**config.mk**
```make
export PLATFORM = sky130hd
export DESIGN_NAME = fetch_sequencer
export DESIGN_NICKNAME = d
export VERILOG_FILES = /design/src/rtl/fetch_sequencer.sv
export SDC_FILE = /design/constraint.sdc
export NUM_CORES = 1
export LEC_CHECK = 0
export ABC_AREA = 1
export CORE_UTILIZATION = 40
export DETAILED_ROUTE_END_ITERATION = 10
export HOLD_SLACK_MARGIN = 0.02
export PLACE_DENSITY = 0.65
export RECOVER_POWER = 25
export SYNTH_ARGS = -nofsm -noshare
export SYNTH_HDL_FRONTEND = slang
export SYNTH_SLANG_ARGS = --single-unit
```
**constraint.sdc**
```tcl
create_clock -name clk -period 7.5 [get_ports clk]
set_input_delay 1.125 -clock clk [delete_from_list [all_inputs] [get_ports clk]]
set_output_delay 1.125 -clock clk [all_outputs]
set_load 0.01 [all_outputs]
```
**src/rtl/fetch_sequencer.sv**
```systemverilog
// fetch_sequencer: PC owner issuing one imem read at a time and buffering returned words for decode
// Redirects flush the buffer; a response still in flight at redirect time is dropped on arrival.
module fetch_sequencer #(
    parameter int DATA_WIDTH = 32,
    parameter logic [DATA_WIDTH-1:0] RESET_PC = '0,
    parameter int BUF_DEPTH = 2
) (
    input  logic                  clk,
    input  logic                  rst,
    output logic                  imem_req_valid,
    input  logic                  imem_req_ready,
    output logic [DATA_WIDTH-1:0] imem_req_addr,
    input  logic                  imem_rsp_valid,
    input  logic [DATA_WIDTH-1:0] imem_rsp_data,
    input  logic                  redirect,
    input  logic [DATA_WIDTH-1:0] redirect_target,
    output logic                  instr_valid,
    input  logic                  instr_ready,
    output logic [DATA_WIDTH-1:0] instr,
    output logic [DATA_WIDTH-1:0] instr_pc
);
    localparam int PW = BUF_DEPTH > 1 ? $clog2(BUF_DEPTH) : 1;
    localparam int CW = $clog2(BUF_DEPTH + 1);

    typedef enum logic [1:0] {REQ, WAIT, DROP} state_t;

    state_t                state, state_d;
    logic [DATA_WIDTH-1:0] pc, req_pc;
    logic [DATA_WIDTH-1:0] buf_pc   [BUF_DEPTH];
    logic [DATA_WIDTH-1:0] buf_data [BUF_DEPTH];
    logic [PW-1:0]         head, tail;
    logic [CW-1:0]         count;
    logic                  accept, push, pop;

    function automatic logic [PW-1:0] nxt(input logic [PW-1:0] p);
        return (p == PW'(BUF_DEPTH - 1)) ? '0 : p + PW'(1);
    endfunction

    assign imem_req_addr = pc;
    assign instr         = buf_data[head];
    assign instr_pc      = buf_pc[head];

    always_comb begin
        imem_req_valid = rst && state == REQ && count < CW'(BUF_DEPTH) && !redirect;
        instr_valid    = rst && count != '0 && !redirect;
        accept         = imem_req_valid && imem_req_ready;
        push           = state == WAIT && imem_rsp_valid && !redirect;
        pop            = instr_valid && instr_ready;
        state_d        = state;
        // a response landing in the redirect cycle closes the transaction, so no DROP is needed
        if (redirect)
            state_d = (state == WAIT && !imem_rsp_valid) ? DROP : REQ;
        else if (accept)
            state_d = WAIT;
        else if (state != REQ && imem_rsp_valid)
            state_d = REQ;
    end

    always_ff @(posedge clk) begin
        if (!rst)
            state <= REQ;
        else
            state <= state_d;
    end

    always_ff @(posedge clk) begin
        if (!rst) begin
            pc     <= RESET_PC;
            req_pc <= RESET_PC;
            count  <= '0;
            head   <= '0;
            tail   <= '0;
        end else if (redirect) begin
            pc    <= redirect_target & ~DATA_WIDTH'(3);
            count <= '0;
            head  <= '0;
            tail  <= '0;
        end else begin
            if (accept) begin
                req_pc <= pc;
                pc     <= pc + DATA_WIDTH'(4);
            end
            if (push) begin
                buf_pc[tail]   <= req_pc;
                buf_data[tail] <= imem_rsp_data;
                tail           <= nxt(tail);
            end
            if (pop)
                head <= nxt(head);
            count <= count + CW'(push) - CW'(pop);
        end
    end
endmodule

```
==> results.md <==
* Overall global routing resource usage at 0.183
* Total power per unit cell area at 209 nW/µm²
* Detailed Place HPWL at 11700 µm
* Required arrival time at the worst endpoint at 6.38 ns
* Cell-internal power at 1.70 mW
* Leading cell types in the layout, fill and taps excluded: 158 x sky130_fd_sc_hd__nand2_1, 140 x sky130_fd_sc_hd__clkdlybuf4s50_1, 124 x sky130_fd_sc_hd__edfxtp_1, 66 x sky130_fd_sc_hd__dfxtp_1, 63 x sky130_fd_sc_hd__nor2_1
* Post-DR wirelength/cell at 15.5 µm
* Chip height at 143 µm
* Number of CTS-inserted buffers at 17
* Total negative setup slack at 0 ns
* Highest-delay cell along the critical path: sky130_fd_sc_hd__clkdlybuf4s50_1
* Effective utilization at floorplan at 0.409
* Arr. time, crit path at 3.97 ns
* Via total after detailed routing at 5627
* Port-buffer cells at 161
* Highest signal layer in the routed design: met4
* Most common cell after layout, fill and taps aside: sky130_fd_sc_hd__nand2_1
* Via density at 4.87
* Dominant synthesized flop cell: sky130_fd_sc_hd__edfxtp_1
* Final Routed Wirelength at 17900 µm
* Fraction of final layout cells sized beyond drive strength 1 at 0.136
* Sequential power share at 0.532
* Relative contribution of the clock network to total power at 0.408
* Switching Share at 0.218
* Synth Cell Area at 7960 µm²
* Setup repair after global routing missed its margin: no
* Category of the worst setup path capture point: output port
* Total number of placement rows at 51
* Share of synthesized registers carrying an async set or reset at 0
* Standard cell core area at 19500 µm²
* Number of DRC violations after detailed routing at 0
* Clock sink count at 191
* Critical path class: in2out
* Final number of max-transition violations at 0
* Part of the total power dissipated in combinational logic at 0.060
* Pre-antenna DRT Iters at 5
* Post CTS Setup Buffer Count at 0
* Highest fanout seen on the critical path at 43
* Worst-path cell chain: clkdlybuf4s50_1 -> inv_2 -> nor2_4 -> inv_1 -> nor2_1 -> clkdlybuf4s50_1
* H-Tree Depth at 4
* Number of hold buffers added after cts at 0
* Chip width at 143 µm
* Number of max-cap violations at 0
* Number of hold-slack violations in the final timing report at 0
* Count of flip-flops with a built-in enable after synthesis at 124
* Min Hold Slack at 0.454 ns
* Slew margin rel. at 0.398
* CTS tree: done
* Post-place instance area at 9800 µm²
* Startpoint kind of the worst setup timing path: primary input
* Max stage delay on crit path at 1.06 ns
* Wire length of the first global-routing pass at 28100 µm
* Met2 routed WL at 8630 µm
* Area growth from synthesis to layout at 30.4%
* Final critical-path required period at 5.09 ns
* Post-synthesis cell type count at 38
* Synth Area per Inst at 11.0 µm²
* Area enclosed by the die boundary at 20500 µm²
* Buffer cell driving the clock tree root: sky130_fd_sc_hd__clkbuf_16
* Final design utilization at 0.534
* 1st-iter DRT viols at 281
* Final worst-path cycle share at 0.679
* Antenna fix cells at 0
* Clock-pin slew of the registers on the worst-case setup and hold paths at 0.07 ns
* Final Wtd Congestion at 0.861
* Timing-limited maximum frequency at 196 MHz
* Hold Crit Class: reg2reg
* Number of register bits inferred by synthesis at 191
* I/O pin count at 168
* Antenna-violating nets left at 0
* Global route overflow at 0
* Sequential share of the synthesized area at 0.636
* Clock network latency to the later pin of the worst-skew pair at 0.42 ns
* Met3 WL post-DR at 1030 µm
* Number of instances in the synthesized netlist at 722
* Via count of the first global-routing pass at 5495
* Maximum count of clock buffers along a single path at 2
* Net switching power at 0.472 mW
* Pin slew with the least headroom to its limit at 0.900 ns
* Run status: complete, no violations
* Leak pwr at 3.58 nW
* Number of gates resized after CTS at 0
* Most repeated library cell on the critical path: sky130_fd_sc_hd__clkdlybuf4s50_1
* Final Instance Area at 10400 µm²
* Number of antenna violations at the first check in global routing at 0
* Max rail drop VDD at 0.163 mV
* Number of warnings issued by yosys at 0
* Final clock skew at 0.00641 ns
* Pin count of the biggest net entering global routing at 63
* M1 wire length at 7800 µm
* Setup Viol. Count Final at 0
* Count of filler cells inserted in the layout at 1716
* Final #Nets at 951
-- Yosys cell counts, types with 4 or more instances --
| cell | instances | area, µm² |
|---|---|---|
| sky130_fd_sc_hd__nand2_1 | 158 | 593 |
| sky130_fd_sc_hd__nor2_2 | 6 | 37.5 |
| sky130_fd_sc_hd__mux2_2 | 62 | 698 |
| sky130_fd_sc_hd__clkbuf_1 | 11 | 41.3 |
| sky130_fd_sc_hd__a31oi_1 | 8 | 50.1 |
| sky130_fd_sc_hd__o21ai_0 | 21 | 105 |
| sky130_fd_sc_hd__inv_1 | 47 | 176 |
| sky130_fd_sc_hd__nand3_1 | 34 | 170 |
| sky130_fd_sc_hd__nor2_4 | 5 | 56.3 |
| sky130_fd_sc_hd__a21oi_1 | 44 | 220 |
| sky130_fd_sc_hd__xnor2_1 | 5 | 43.8 |
| sky130_fd_sc_hd__edfxtp_1 | 124 | 3720 |
| sky130_fd_sc_hd__nor3_1 | 8 | 40.0 |
| sky130_fd_sc_hd__xor2_1 | 6 | 52.6 |
| sky130_fd_sc_hd__dfxtp_1 | 67 | 1340 |
| sky130_fd_sc_hd__buf_2 | 14 | 70.1 |
| sky130_fd_sc_hd__buf_4 | 4 | 30.0 |
| sky130_fd_sc_hd__inv_2 | 4 | 15.0 |
| sky130_fd_sc_hd__nor2_1 | 63 | 236 |
-- stage by stage --
stage / power [mW] / std cells / setup WS [ns]
2_1_floorplan: 1.23 / 725 / 1.24
3_3_place_gp: 1.31 / 1124 / 2.39
3_5_place_dp: 1.31 / 1124 / 2.38
4_1_cts: 2.20 / 1156 / 2.40
5_1_grt: 2.25 / 1156 / 2.22
6_report: 2.17 / 1156 / 2.41
-- power groups by stage --
stage	registers, mW	logic [mW]	clock network, mW
finish	1.15	0.131	0.885
global route	1.15	0.143	0.949
CTS	1.15	0.134	0.910
detailed placement	1.17	0.133	0
floorplan	1.17	0.0556	0
global placement	1.17	0.131	0
-- cell type report --
cell class	instances	area, µm²	area share
Inverter	52	195	0.0188
Timing Repair Buffer	165	1640	0.158
Clock buffer	21	483	0.0465
Sequential cell	191	5070	0.488
Clock inverter	11	103	0.00988
Multi-Input combinational cell	451	2560	0.247
Tap cell	265	332	0.0319
-- kinds of logic after synthesis --
group	after synthesis	synth area share
AOI/OAI and AO/OA	85	0.0589
xor gates and xnor gates	11	0.0121
adders and majority gates	3	0.00471
buffers and inverters	83	0.0451
DFF	191	0.636
muxes	62	0.0877
other	1	0.000471
and+or+nand+nor	286	0.155
-- critical path, delay by kind of cell --
family                 cells  cell delay [ns]
buffers and inverters      4             2.38
and+or+nand+nor            2             0.45
-- metal layers --
metal / vias up / global-route usage
li1: 2775 / -
met4: 0 / 0.0804
met3: 30 / 0.0433
met5: - / 0
met2: 160 / 0.316
met1: 2662 / 0.217
-- state kept, by name, indices dropped and copies added (netlist names), named ones only --
| name | flops |
|---|---|
| buf_data | 64 |
| buf_pc | 60 |
| imem_req_addr | 30 |
| req_pc | 30 |
| count | 2 |
| state | 2 |
| head | 1 |
| tail | 1 |
-- worst paths after layout --
path	end	slack [ns]	cells after the start	start
hold / removal	buf_pc[1][27]	0.45	0	req_pc[27]
hold reg to reg	buf_pc[1][27]	0.45	0	req_pc[27]
setup / recovery	instr_valid	2.41	6	rst
setup reg to reg	imem_req_addr[4]	4.98	6	state[1]
(Power assumes the default switching activity.)
